### config.mk
export PLATFORM = sky130hd
export DESIGN_NAME = x_rams_clr_flat
export DESIGN_NICKNAME = d
export VERILOG_FILES = /design/src/rtl/x_rams_clr_if.sv /design/src/rtl/x_rams_clr.sv /design/src/flat_wrapper.sv
export SDC_FILE = /design/constraint.sdc
export NUM_CORES = 1
export LEC_CHECK = 0
export ABC_AREA = 1
export CAP_MARGIN = 10
export CORE_ASPECT_RATIO = 0.9
export CORE_MARGIN = 2
export CORE_UTILIZATION = 52
export CTS_BUF_LIST = sky130_fd_sc_hd__clkbuf_4 sky130_fd_sc_hd__clkbuf_8
export CTS_CLUSTER_SIZE = 28
export DETAILED_ROUTE_END_ITERATION = 8
export PLACE_DENSITY = 0.71
export SKIP_CTS_REPAIR_TIMING = 1
export SYNTH_ARGS = -nofsm -noshare
export SYNTH_HDL_FRONTEND = slang
export SYNTH_SLANG_ARGS = --single-unit
### constraint.sdc
create_clock -name CLK -period 3.3 [get_ports CLK]
set_input_delay 0.66 -clock CLK [delete_from_list [all_inputs] [get_ports CLK]]
set_output_delay 0.66 -clock CLK [all_outputs]
set_load 0.05 [all_outputs]
### src/rtl/x_rams_clr_if.sv
// Bus bundle for the x_rams_clr LUT-RAM model: address, data, write/reload controls, status.
// With X_RAMS_CLR_PARITY_EN defined it also carries PINJ (parity inject) and PERR (parity error).
interface x_rams_clr_if #(
  parameter int WIDTH      = 1,
  parameter int DEPTH_LOG2 = 7
);
  logic [DEPTH_LOG2-1:0] ADR;
  logic [WIDTH-1:0]      I;
  logic                  WE;
  logic                  CLR;
  logic [WIDTH-1:0]      O;
  logic                  BUSY;
  logic                  DONE;
`ifdef X_RAMS_CLR_PARITY_EN
  logic                  PINJ;
  logic                  PERR;

  modport master (output ADR, I, WE, CLR, PINJ, input O, BUSY, DONE, PERR);
  modport slave  (input ADR, I, WE, CLR, PINJ, output O, BUSY, DONE, PERR);
`else
  modport master (output ADR, I, WE, CLR, input O, BUSY, DONE);
  modport slave  (input ADR, I, WE, CLR, output O, BUSY, DONE);
`endif
endinterface

### src/rtl/x_rams_clr.sv
// Parametrised single-port LUT-RAM with an INIT reload sequencer (BUSY/DONE status).
// Optional per-word even parity with inject/check is enabled by X_RAMS_CLR_PARITY_EN.
module x_rams_clr #(
  parameter int                                 WIDTH      = 1,
  parameter int                                 DEPTH_LOG2 = 7,
  parameter logic [WIDTH*(2**DEPTH_LOG2)-1:0]   INIT       = '0,
  parameter bit                                 OREG       = 1'b0
) (
  input  logic           CLK,
  input  logic           RST_N,
  x_rams_clr_if.slave    bus
);

  localparam int DEPTH = 2**DEPTH_LOG2;
  localparam logic [DEPTH_LOG2-1:0] CNT_LAST = '1;

  typedef enum logic {IDLE, RELOAD} state_t;

  state_t                state, state_nxt;
  logic [DEPTH_LOG2-1:0] cnt, cnt_nxt;
  logic                  done, done_nxt;

  // Array content lives outside the reset domain; power-up value is INIT.
  logic [WIDTH*DEPTH-1:0] mem = INIT;
  logic [WIDTH-1:0]       rd_word;
  int                     adr_base;
  int                     cnt_base;

  assign adr_base = int'(bus.ADR) * WIDTH;
  assign cnt_base = int'(cnt) * WIDTH;
  assign rd_word  = mem[adr_base +: WIDTH];

  always_ff @(posedge CLK) begin
    if (state == IDLE && bus.WE)
      mem[adr_base +: WIDTH] <= bus.I;
    else if (state == RELOAD)
      mem[cnt_base +: WIDTH] <= INIT[cnt_base +: WIDTH];
  end

  always_ff @(posedge CLK or negedge RST_N) begin
    if (!RST_N) begin
      state <= IDLE;
      cnt   <= '0;
      done  <= 1'b0;
    end else begin
      state <= state_nxt;
      cnt   <= cnt_nxt;
      done  <= done_nxt;
    end
  end

  // Termination is taken from the all-ones count so the last word is written before leaving.
  always_comb begin
    state_nxt = state;
    cnt_nxt   = cnt;
    done_nxt  = 1'b0;
    case (state)
      IDLE: begin
        if (bus.CLR) begin
          state_nxt = RELOAD;
          cnt_nxt   = '0;
        end
      end
      RELOAD: begin
        cnt_nxt = cnt + 1'b1;
        if (cnt == CNT_LAST) begin
          state_nxt = IDLE;
          done_nxt  = 1'b1;
        end
      end
      default: state_nxt = IDLE;
    endcase
  end

  assign bus.BUSY = (state == RELOAD);
  assign bus.DONE = done;

`ifdef X_RAMS_CLR_PARITY_EN
  function automatic logic [DEPTH-1:0] init_parity();
    logic [DEPTH-1:0] p;
    for (int n = 0; n < DEPTH; n++)
      p[n] = ^INIT[n*WIDTH +: WIDTH];
    return p;
  endfunction

  localparam logic [DEPTH-1:0] INIT_PAR = init_parity();

  logic [DEPTH-1:0] par = INIT_PAR;
  logic             perr_word;

  assign perr_word = (^rd_word) ^ par[bus.ADR];

  always_ff @(posedge CLK) begin
    if (state == IDLE && bus.WE)
      par[bus.ADR] <= (^bus.I) ^ bus.PINJ;
    else if (state == RELOAD)
      par[cnt] <= INIT_PAR[cnt];
  end
`endif

  generate
    if (OREG) begin : g_oreg
      logic [WIDTH-1:0] rd_p1;
      always_ff @(posedge CLK or negedge RST_N) begin
        if (!RST_N) rd_p1 <= '0;
        else        rd_p1 <= rd_word;
      end
      assign bus.O = rd_p1;
`ifdef X_RAMS_CLR_PARITY_EN
      logic perr_p1;
      always_ff @(posedge CLK or negedge RST_N) begin
        if (!RST_N) perr_p1 <= 1'b0;
        else        perr_p1 <= perr_word;
      end
      assign bus.PERR = perr_p1;
`endif
    end else begin : g_async
      assign bus.O = rd_word;
`ifdef X_RAMS_CLR_PARITY_EN
      assign bus.PERR = perr_word;
`endif
    end
  endgenerate

endmodule

### src/flat_wrapper.sv
// flat-port wrapper written by rule: the top's interface ports become plain ports
module x_rams_clr_flat 
#(
  parameter int                                 WIDTH      = 1,
  parameter int                                 DEPTH_LOG2 = 7,
  parameter logic [WIDTH*(2**DEPTH_LOG2)-1:0]   INIT       = '0,
  parameter bit                                 OREG       = 1'b0
)
  (CLK, RST_N, bus_ADR, bus_I, bus_WE, bus_CLR, bus_O, bus_BUSY, bus_DONE);
  x_rams_clr_if #(.WIDTH(WIDTH), .DEPTH_LOG2(DEPTH_LOG2)) bus_i ();
  input  logic CLK;
  input  logic RST_N;
  input wire logic [$bits(bus_i.ADR)-1:0] bus_ADR;
  input wire logic [$bits(bus_i.I)-1:0] bus_I;
  input wire logic [$bits(bus_i.WE)-1:0] bus_WE;
  input wire logic [$bits(bus_i.CLR)-1:0] bus_CLR;
  output wire logic [$bits(bus_i.O)-1:0] bus_O;
  output wire logic [$bits(bus_i.BUSY)-1:0] bus_BUSY;
  output wire logic [$bits(bus_i.DONE)-1:0] bus_DONE;
  assign bus_i.ADR = bus_ADR;
  assign bus_i.I = bus_I;
  assign bus_i.WE = bus_WE;
  assign bus_i.CLR = bus_CLR;
  assign bus_O = bus_i.O;
  assign bus_BUSY = bus_i.BUSY;
  assign bus_DONE = bus_i.DONE;
  x_rams_clr #(.WIDTH(WIDTH), .DEPTH_LOG2(DEPTH_LOG2), .INIT(INIT), .OREG(OREG)) u_core (.CLK(CLK), .RST_N(RST_N), .bus(bus_i));
endmodule
[After elaboration in Yosys (flattened, before gate mapping)]
Index checks and enable logic that the tools add are counted.
Storage, ports and cells
  flip-flop bits (word level): 137
  input bits: 12
  word-level logic and storage cells: 29
Cells by class
  $add $sub $neg: 3
  bitwise operators: 1
  reduce and logical (&&, ||, !) cells: 2
  shift operators: 6
  multiplexer cells: 11
  equality and inequality tests: 2
Operators by type and width (number)
  bitwise mux 128 bit: 2
  2-to-1 mux 128 bit: 2
  variable shift 1 x 33 -> 128 bit, first input constant: 2
  variable part select 1 x 33 -> 128 bit: 2
  variable part select 128 x 8 -> 1 bit: 1
  variable part select 128 x 8 -> 1 bit, first input constant: 1
  negation 7 -> 33 bit: 2
  case mux 7 bit (2 select lines): 1
  adder 7 x 1 -> 7 bit, second input constant: 1
  == test 7 bit, second input constant: 1
  2-to-1 mux 7 bit: 1
  2-to-1 mux 1 bit: 4
  != test 2 bit, second input constant: 1
  case mux 1 bit (2 select lines): 1
  nonzero test 2 bit: 1
  logical AND 1 bit: 1
  NOT 1 bit: 1

[Depth between registers and ports, before layout]
  word-level depth: 5
  gate-level depth with buffers: 17
  depth with buffers taken out: 14

[Least setup slack after synthesis]
OpenSTA, ideal clock, no wires.
  path kind: input to register
  start point: input port bus_ADR[0]
  end point: register u_core.mem[105] (enable)
  arrival: 3116 ps
  data required time: 3007 ps
  setup time: 293 ps
  path slack: -109 ps
  stages: 16
  buffers on the path: 4
  path through: buf_4 inv_2 buf_2 buf_1 ha_1 nand3_2 nor2_1 nand2_1 inv_1 ha_1 nor2_2 inv_2 nor2_4 buf_4 nand4_1 nand2_1
RTL lines
  start, declared: RTL line flat_wrapper.sv:13  | input wire logic [$bits(bus_i.ADR)-1:0] bus_ADR;
  end signal, assigned by index: RTL line x_rams_clr.sv:35  | mem[adr_base +: WIDTH] <= bus.I;
  end signal, assigned by index: RTL line x_rams_clr.sv:37  | mem[cnt_base +: WIDTH] <= INIT[cnt_base +: WIDTH];
  end, declared: RTL line x_rams_clr.sv:24  | logic [WIDTH*DEPTH-1:0] mem = INIT;

[Worst setup path in the final report]
  start point: input port bus_ADR[1]
  end point: output port bus_O
Between the ends
  longest elaborated chain between the ends: 1
Ends and longest elaborated chain
  variable part select 128 x 8 -> 1 bit: RTL line x_rams_clr.sv:31  | assign rd_word = mem[adr_base +: WIDTH];
  end, declared: RTL line flat_wrapper.sv:17  | output wire logic [$bits(bus_i.O)-1:0] bus_O;
Every way passes these cells.

==> results.md <==
* Sequential fraction of the synthesis area at 42.63%
* Layout cells sized above 1 at 14.62%
* Min-Delay Path Class: in -> async
* WP buf/inv at 4
* Lkg Pwr at 3.998 nW
* Hold_ws at 0.4748 ns
* Cell Area, Synth at 9544 um2
* Synth unique cells at 38
* RSZ-0062 raised after global routing: no
* GP Congestion at 0.9614
* CP startpoint: bus_ADR[1]
* Util after Layout at 60.49%
* Tightest Pin Transition at 0.8135 ns
* Mux contribution to synthesized area at 0%
* Largest net degree at the start of global routing at 58
* DR pass1 iterations at 8
* Max FO, Critical Path at 17
* Ys Warns at 0
* Row count at 46
* Crit path largest cell delay at 0.48 ns
* Post-synth top area share at 40.27%
* Setup CP Type: in -> out
* Initial DRC Count at 1659
* Tot GR Track Use at 34.05%
* Vias in the first global route at 9035
* GR Overflow Total at 0
* DP Area at 10360 um2
* Worst Skew at 0.01270 ns
* Final Hold Fails at 0
* Clock buffer depth at 2
* Most frequent cell after synthesis: nand2_1
* Antenna diodes at 0
* Worst R2R Start: u_core.cnt[0]$_DFFE_PN0P_
* CTS tree: yes
* Vias at 9813
* Post-synthesis cell count at 1253
* Die H at 132.5 um
* Critical path's most frequent cell: nand3_1
* Core ar. at 17780 um2
* Reg2reg path depth at 12
* NumNets Final at 1284
* Final min period at 3.191 ns
* Synth Area in Compound Gates at 3.854%
* Synth Area in XOR/XNOR at 0.8915%
* Multi-input logic area at 4815 um2
* Combinational family with the most area after synthesis: simple AND/OR/NAND/NOR gates
* Data arrival, critical path at 2.53 ns
* H-tree Lvls at 4
* DIE AREA at 19460 um2
* Final instance area at 10760 um2
* Routed WL at 32880 um
* Final ANT Viol Nets at 0
* Final Max Tran Viols at 0
* Period utilization at 96.69%
* Initial antenna violation count at 2
* DR vias/cell at 6.460
* Max Fclk at 313.4 MHz
* R2R setup slack at 0.41 ns
* #FFs+latches synth at 137
* Synth area leaders: edfxtp_1, nand2_1, nand4_1
* Final HPWL DP at 22260 um
* Number of enable flip-flop cells after synthesis at 128
* Worst endpoint required time at 2.64 ns
* Setup slack after layout at 0.1094 ns
* FF/Latch Area at 4069 um2
* Slew margin rel. at 45.69%
* Num CTS Buffers at 17
* IO buf count at 14
* Later-pin clock latency in the skew report at 0.48 ns
* First-pass GRT wire length at 50940 um
* Finished Layout Cells at 1519
* Syn nets at 1270
* CP endpoint: bus_O
* Maximum VDD drop at 0.6438 mV
* Most used DFF post-synth: edfxtp_1
* Max-Cap Viols at 0
* CP Capture Type: output port
* Cell count along the critical path at 11
* DRC at 0
* Simple-gate share of the synthesized area at 44.51%
* Top post-synthesis cells by count: nand2_1, nand3_1, nand4_1
* Type of origin of the critical path: primary input
* Critical R2R Capture: u_core.mem[27]$_DFFE_PP_
* PD cells at 597.1 nW/um2
* # clock sinks at 137
* Io pins at 15
* Adder-cell share of the synthesized area at 0.6555%
* Fillers at 1612
* Routed len/inst at 21.65 um
* CTS root buffer: clkbuf_8
* Setup-failing EPs final at 0
* Reg clk slew, reported paths at 0.08 ns
* Die Width at 146.8 um
* Setup TNS Final at 0 ns
* Post-Place Setup Slack at 0.02868 ns
* Share of flip-flops with an asynchronous set or reset at 6.569%
* Initial Util at 53.67%
* Status: finished, final reports clean
* Placed cell count at 1488
* Syn avg cell area at 7.617 um2
* Slowest-stage cell, CP: clkdlybuf4s50_1
* Power Total at 6.424 mW
* Critical Path, Cell by Cell: clkdlybuf4s50_1 > inv_4 > buf_4 > nand3_1 > nand3_1 > nand3_1 > nand3_1 > nand3_1 > nand3_1 > nand2_1 > buf_12
* Crit-path leading delay family: buffers and inverters
* Area grow syn2layout at 12.72%
* Synth area leader: edfxtp_1
-- cells in the final DEF (no fill, tap or decap), types with 2 or more instances in the layout --
master           Yosys  routed
xor2_4               0       3
o22ai_1              2       2
nor2_2              17      17
clkinv_1             0       4
a21oi_1             18      18
inv_4                2       2
clkbuf_8             0      17
clkinvlp_4           0       3
clkdlybuf4s50_1      0      12
nor2_8               2       2
buf_4               12      62
nor2_4              13      13
nand2_1            334     333
nand2_2              8       9
edfxtp_1           128     128
nand4_4              2       2
dfrtp_1              9       9
nor3_2               8       6
bufinv_16            0       3
nor4_1               2       2
nor2_1             158     158
ha_1                 5       4
nand4_1            163     163
nor3_4               1       3
inv_2               13      13
o21ai_1             10      10
nand3_1            163     163
nor3_1               5       5
buf_12               0      18
inv_1               41      40
clkinv_4             0       3
o21ai_0             38      38
-- registers in the layout (all words and copies together) (netlist names) --
name,flops
u_core.cnt,7
u_core.bus.BUSY,1
u_core.bus.DONE,1
u_core.mem,128
-- routing by layer --
metal | vias up | share of wire, % | global-route usage (%)
met5 | - | 0.027 | 0
met4 | 2 | 3.1 | 13.21
met3 | 88 | 14 | 9.690
met2 | 750 | 43 | 49.14
met1 | 4562 | 40 | 48.54
li1 | 4411 | - | -
-- power breakdown --
part / switching, mW / internal [mW] / leakage (nW)
clock network: 0.715 / 0.744 / 0.191
registers: 0.105 / 2.06 / 1.08
logic: 2.18 / 0.624 / 2.73
total: 3.00 / 3.42 / 4.00
-- kinds of logic (layout without fill, tap and decap cells) --
family                   count (synthesis)  in the layout
AO/OA/AOI/OAI                           71             71
XOR/XNOR                                 5              5
adder cells (fa/ha/maj)                  5              5
buffers and inverters                  155            181
flip-flops                             137            137
AND/OR/NAND/NOR                        880            880
-- layout make-up --
class | count | share of cell area (%)
multi-input combinational | 961 | 44.75
clock inverter | 13 | 1.442
clock buffer | 18 | 2.245
tap | 240 | 2.791
sequential | 137 | 37.82
inverter | 56 | 2.000
timing repair buffer | 94 | 8.944
-- how the worst min path moves through the flow --
stage                                     end  slack (ns)
finish              u_core.cnt[3]$_DFFE_PN0P_        0.47
global route        u_core.cnt[5]$_DFFE_PN0P_        0.52
CTS                 u_core.cnt[3]$_DFFE_PN0P_        0.48
detailed placement  u_core.cnt[6]$_DFFE_PN0P_        0.57
global placement    u_core.cnt[6]$_DFFE_PN0P_        0.54
floorplan           u_core.bus.BUSY$_DFF_PN0_        0.36
No activity file was read; power rests on OpenSTA's default activity.
